===== config.mk =====
export PLATFORM = sky130hd
export DESIGN_NAME = jt89_noise_gen
export DESIGN_NICKNAME = d
export VERILOG_FILES = /design/src/rtl/jt89_pkg.sv /design/src/rtl/jt89_noise_lfsr.sv /design/src/rtl/jt89_noise_gen.sv
export SDC_FILE = /design/constraint.sdc
export NUM_CORES = 1
export LEC_CHECK = 0
export CAP_MARGIN = 20
export CORE_UTILIZATION = 55
export DETAILED_ROUTE_END_ITERATION = 12
export PLACE_DENSITY = 0.8
export SYNTH_ARGS = -nofsm -noshare
export SYNTH_HDL_FRONTEND = slang
export SYNTH_HIERARCHICAL = 1
export SYNTH_SLANG_ARGS = --single-unit

===== constraint.sdc =====
create_clock -name clk -period 1.82 [get_ports clk]
set_clock_uncertainty 0.05 [all_clocks]
set_input_delay 0.364 -clock clk [delete_from_list [all_inputs] [get_ports clk]]
set_output_delay 0.364 -clock clk [all_outputs]
set_load 0.05 [all_outputs]

===== src/rtl/jt89_pkg.sv =====
// Shared constants for the JT89 noise channel: rate encoding, reference tap masks
// and the 2 dB/step attenuation table.
package jt89_pkg;

    typedef enum logic [1:0] {
        RATE_DIV0  = 2'd0,
        RATE_DIV1  = 2'd1,
        RATE_DIV2  = 2'd2,
        RATE_TONE2 = 2'd3
    } rate_e;

    localparam logic [15:0] TAPS_SN76489 = 16'h0009;
    localparam logic [14:0] TAPS_SN94624 = 15'h0003;

    // Table is defined for a 9-bit sample; other widths scale by 2^(sw-9), truncated.
    function automatic logic [31:0] vol_tab(input logic [3:0] vol, input int sw);
        logic [31:0] base;
        case (vol)
            4'd0:    base = 32'd511;
            4'd1:    base = 32'd406;
            4'd2:    base = 32'd322;
            4'd3:    base = 32'd256;
            4'd4:    base = 32'd203;
            4'd5:    base = 32'd161;
            4'd6:    base = 32'd128;
            4'd7:    base = 32'd102;
            4'd8:    base = 32'd81;
            4'd9:    base = 32'd64;
            4'd10:   base = 32'd51;
            4'd11:   base = 32'd40;
            4'd12:   base = 32'd32;
            4'd13:   base = 32'd26;
            4'd14:   base = 32'd20;
            default: base = 32'd0;
        endcase
        if (sw >= 9) return base << (sw - 9);
        return base >> (9 - sw);
    endfunction

endpackage


===== src/rtl/jt89_noise_lfsr.sv =====
// Noise shift register: white/periodic feedback, lock-up guard and reseed on clr.
module jt89_noise_lfsr
    import jt89_pkg::*;
#(
    parameter int            LW   = 16,
    parameter logic [LW-1:0] TAPS = LW'(TAPS_SN76489)
) (
    input  logic          clk,
    input  logic          rst_n,
    input  logic          clk_en,
    input  logic          clr,
    input  logic          step,
    input  logic          white,
    output logic [LW-1:0] shift
);

    localparam logic [LW-1:0] SEED = {1'b1, {(LW-1){1'b0}}};

    logic          fb;
    logic [LW-1:0] shift_nx;

    always_comb begin
        fb       = white ? ^(shift & TAPS) : shift[0];
        // An all-zero register would never leave zero under white feedback.
        shift_nx = (shift == '0) ? SEED : {fb, shift[LW-1:1]};
    end

    always_ff @(posedge clk or negedge rst_n) begin
        if (!rst_n) begin
            shift <= SEED;
        end else if (clr) begin
            shift <= SEED;
        end else if (clk_en && step) begin
            shift <= shift_nx;
        end
    end

endmodule


===== src/rtl/jt89_noise_gen.sv =====
// JT89 noise channel: rate divider / tone-2 follow, LFSR and registered attenuator.
// Optional JT89_NOISE_DBG_EN exposes dbg_shift and dbg_step.
module jt89_noise_gen
    import jt89_pkg::*;
#(
    parameter int            LW   = 16,
    parameter logic [LW-1:0] TAPS = LW'(TAPS_SN76489),
    parameter int            DIV0 = 16,
    parameter int            DIV1 = 32,
    parameter int            DIV2 = 64,
    parameter int            SW   = 9
) (
    input  logic          clk,
    input  logic          rst_n,
    input  logic          clk_en,
    input  logic          clr,
    input  logic [2:0]    ctrl3,
    input  logic          tone2_tick,
    input  logic [3:0]    vol,
    output logic          bit_out,
    output logic [SW-1:0] snd
`ifdef JT89_NOISE_DBG_EN
    ,
    output logic [LW-1:0] dbg_shift,
    output logic          dbg_step
`endif
);

    localparam int DIV01   = (DIV0 > DIV1) ? DIV0 : DIV1;
    localparam int DIV_MAX = (DIV01 > DIV2) ? DIV01 : DIV2;
    localparam int CW      = (DIV_MAX > 1) ? $clog2(DIV_MAX) : 1;

    rate_e         rate;
    logic          white;
    logic [CW-1:0] cnt;
    logic [CW-1:0] reload;
    logic          step;
    logic [LW-1:0] shift;

    assign rate  = rate_e'(ctrl3[1:0]);
    assign white = ctrl3[2];

    always_comb begin
        reload = '0;
        if (rate == RATE_DIV0)      reload = CW'(DIV0 - 1);
        else if (rate == RATE_DIV1) reload = CW'(DIV1 - 1);
        else if (rate == RATE_DIV2) reload = CW'(DIV2 - 1);
    end

    // Rate is only looked at when cnt reaches zero, so a change never truncates a count.
    always_ff @(posedge clk or negedge rst_n) begin
        if (!rst_n) begin
            cnt  <= '0;
            step <= 1'b0;
        end else if (clr) begin
            cnt  <= '0;
            step <= 1'b0;
        end else if (clk_en) begin
            if (cnt != '0) begin
                cnt  <= cnt - 1'b1;
                step <= 1'b0;
            end else if (rate == RATE_TONE2) begin
                cnt  <= '0;
                step <= tone2_tick;
            end else begin
                cnt  <= reload;
                step <= 1'b1;
            end
        end
    end

    jt89_noise_lfsr #(
        .LW   (LW),
        .TAPS (TAPS)
    ) u_lfsr (
        .clk    (clk),
        .rst_n  (rst_n),
        .clk_en (clk_en),
        .clr    (clr),
        .step   (step),
        .white  (white),
        .shift  (shift)
    );

    assign bit_out = shift[0];

    always_ff @(posedge clk or negedge rst_n) begin
        if (!rst_n) begin
            snd <= '0;
        end else if (clk_en) begin
            snd <= shift[0] ? SW'(vol_tab(vol, SW)) : '0;
        end
    end

`ifdef JT89_NOISE_DBG_EN
    assign dbg_shift = shift;
    assign dbg_step  = step;
`endif

endmodule


==> flow_metrics.py <==
metrics = {
    "status": {
        "run_status": "finished clean",
    },
    "routing": {
        "viasPerCell": 5.63,
        "met2_wirelength_um": 2050,
        "drt_pre_antenna_iters": 4,
        "post_drt_wl_per_cell_um": 14.8,
        "initialDrtViolationCount": 80,
        "m1WireLength_um": 1760,
        "maxUsedRoutingLayer": "met4",
        "vias": 1536,
        "drc_errors": 0,
        "drt-total-wl_um": 4030,
        "postRouteAntennaNets": 0,
        "detailroute.wirelength.met3_um": 202,
    },
    "critical_path": {
        "critical_path_buf_inv_count": 2,
        "worstSetupStartpointType": "input port",
        "worstReg2RegEnd": "cnt[3]",
        "r2r.worst_path.cells": 5,
        "timing.setup.critical_path_class": "input port to flop",
        "critical_path.max_stage_delay_ns": 0.56,
        "end_kind": "flop",
        "cp_max_fo": 5,
        "critical_path.slowest_cell": "clkdlybuf4s50_1",
        "worstPathRequired_ns": 1.99,
        "worst_setup_path_endpoint": "snd[1]",
        "worst_path_dominant_cell_family": "buffers and inverters",
        "timing.critical_path.cells": "clkdlybuf4s50_1 > inv_1 > ha_1 > o211a_1 > o32ai_1",
        "arrival_ns": 1.85,
        "worstSetupStartpoint": "vol[1]",
        "ff2ff_setup_slack_ns": 0.15,
        "critical_path_cell_count": 5,
        "r2r_start": "cnt[0]",
    },
    "global_route": {
        "global_route.usage.total": 0.262,
        "antenna_found_initial": 0,
        "grt.overflow.total": 0,
        "global_route_wire_length_before_repair_um": 6970,
        "grt_max_degree": 27,
        "first_global_vias": 1554,
    },
    "power_and_ir_drop": {
        "p_leak_uw": 0.000991,
        "cellPowerDensity_nw_per_um2": 737,
        "vdd_ir_drop_max_mv": 0.598,
    },
    "layout": {
        "fill_cells": 261,
        "layout-drive-gt1-share": 0.210,
        "final_net_count": 251,
        "finalNonFillerCells": 273,
        "area_growth_from_synthesis_to_layout_pct": 20.7,
        "antenna_cells_inserted": 0,
    },
    "die": {
        "dieWidth_um": 59.9,
        "num_io_pins": 22,
        "fp.dieH_um": 59.9,
        "die_area_um2": 3590,
        "floorplan.initialDensity": 0.590,
        "core-area_um2": 3130,
        "floorplan.rows": 20,
    },
    "placed_design": {
        "rd_place_congestion": 0.878,
        "detailedPlacementHpwl_um": 3110,
        "io_buffers": 21,
        "post-place-cells": 265,
        "placement.setup.worst_slack_ns": -0.183,
    },
    "cts": {
        "h-tree-depth": 2,
        "cts.clk_slew.worst_paths_ns": 0.10,
        "clock-root-buffer": "clkbuf_4",
        "cts_repair_resize_count": 0,
        "clkSinkCount": 32,
        "clock_tree_from_tritoncts": "done",
        "max-clock-path-buffers": 2,
        "cts_bufs_inserted": 5,
        "cts_setup_buffers": 0,
        "cts_hold_buffers": 0,
        "clk_latency_ns": 0.32,
    },
    "yosys": {
        "synth.distinct_cells": 52,
        "synth_async_sr_flop_share": 1.00,
        "synth_seq_cells": 32,
        "syn-cell-area_um2": 1840,
        "syn_nets": 217,
        "synth_area_per_cell_um2": 9.51,
        "yosys_warnings": 6,
        "synth_seq_area_share": 0.435,
        "count_of_flip_flops_with_a_built_in_enable_after_synthesis": 0,
        "synthCells": 194,
        "dominantRegCellSynth": "dfrtp_1",
    },
    "sta": {
        "fin_crit_period_ns": 1.68,
        "timing_worst_slew_pin_value_ns": 0.418,
        "setup_slack_ns": 0.135,
        "timing.final.setup_violations": 0,
        "min_period_over_period": 0.926,
        "relSlewSlack": 0.721,
        "rsz0062_at_grt": "no",
        "fmax_ghz": 0.594,
        "finalHoldViolations": 0,
        "final_max_slew_viol_count": 0,
    },
    "job": {
        "maxCapViolCount": 0,
    },
    "min_path": {
        "hold_path.class": "input port to asynchronous set/reset pin",
    },
}
kinds of logic after synthesis:
logic type                 after synthesis  share of synthesized area
xor gates and xnor gates                 1                    0.00475
AOI/OAI and AO/OA                       53                      0.204
DFF                                     32                      0.435
muxes                                    7                     0.0393
adders and majority gates               11                     0.0746
and+or+nand+nor                         67                      0.180
buffers and inverters                   23                     0.0624
final cells by class:
type | instances | area [um2] | share of cell area
Clock buffer | 8 | 58.8 | 0.0264
Inverter | 12 | 45.0 | 0.0202
Multi-Input combinational cell | 139 | 927 | 0.417
Sequential cell | 32 | 802 | 0.360
Tap cell | 44 | 55.1 | 0.0247
Timing Repair Buffer | 38 | 338 | 0.152
flip-flops by register name, summed over array words and instances, names as in the netlist:
name / count
snd: 9
cnt: 6
u_lfsr/shift: 16
step: 1
synthesized netlist by cell type, types with 2 or more instances:
master	n	area share
nand2_1	39	0.079
nor4_1	4	0.014
nand2b_1	2	0.0068
nand4_1	2	0.0068
a21oi_1	12	0.033
o2bb2ai_1	3	0.014
a31o_1	2	0.0095
nor2_1	6	0.012
inv_1	12	0.024
nor3_1	3	0.0081
mux2_2	2	0.012
ha_1	11	0.075
a21oi_2	5	0.024
dfrtp_1	31	0.42
a31oi_1	3	0.010
o41ai_1	3	0.014
a211oi_1	2	0.0081
or3_1	2	0.0068
o21ai_0	6	0.016
mux2i_1	5	0.027
buf_6	2	0.012
o21ai_1	3	0.0081
buf_2	4	0.011
buf_4	2	0.0081
how the worst min path moves through the flow:
stage                start      to  slack, ns  cells after the start
floorplan            rst_n  cnt[0]       0.02                      0
finish               rst_n  snd[6]       0.28                      1
CTS                  rst_n  snd[6]       0.27                      1
detailed placement  snd[8]  snd[8]       0.41                      2
global placement    snd[3]  snd[3]       0.42                      1
global route         rst_n  snd[6]       0.27                      1
metal layers:
layer / vias to the layer above / GRT usage
met5: - / 0
met4: 0 / 0.0764
met3: 2 / 0.0758
met2: 45 / 0.430
met1: 732 / 0.336
li1: 757 / -
layout by cell type, fill, tap and decap left out, types with 2 or more instances in the layout:
cell type        Yosys  routed
nor4_1               4       4
nor2_1               6       6
buf_4                2      25
o21ai_1              3       3
o41ai_1              3       3
a31oi_1              3       3
clkbuf_4             0       5
a31o_1               2       2
inv_1               12      12
o21ai_0              6       6
nand2b_1             2       2
mux2i_1              5       5
nand2_1             39      39
mux2_2               2       2
nand4_1              2       2
dfrtp_1             31      31
or3_1                2       2
clkbuf_1             1       2
a21oi_2              5       5
a21oi_1             12      12
o2bb2ai_1            3       3
nor3_1               3       3
clkdlybuf4s50_1      0      11
ha_1                11      11
a211oi_1             2       2
buf_12               0       2
power breakdown:
part / switching (uW) / internal (uW) / leakage, uW / total (uW)
clock network: 227 / 191 / 0.0000326 / 417
logic: 224 / 196 / 0.000519 / 420
registers: 53.3 / 750 / 0.000439 / 803
total: 504 / 1140 / 0.000991 / 1640
through the flow:
step / utilization / setup TNS, ns / hold WS, ns / cell area, um2 / power [uW]
after global routing: 0.712 / 0 / 0.270 / 2230 / 1760
after CTS: 0.712 / 0 / 0.266 / 2230 / 1650
after global placement: 0.693 / -0.316 / 0.419 / 2170 / 1200
after floorplan: - / 0 / 0.0184 / 1840 / 1090
after detailed placement: 0.693 / -0.718 / 0.414 / 2170 / 1230
final: 0.712 / 0 / 0.279 / 2230 / 1640
Note: power is estimated with default switching activity, not from simulation.
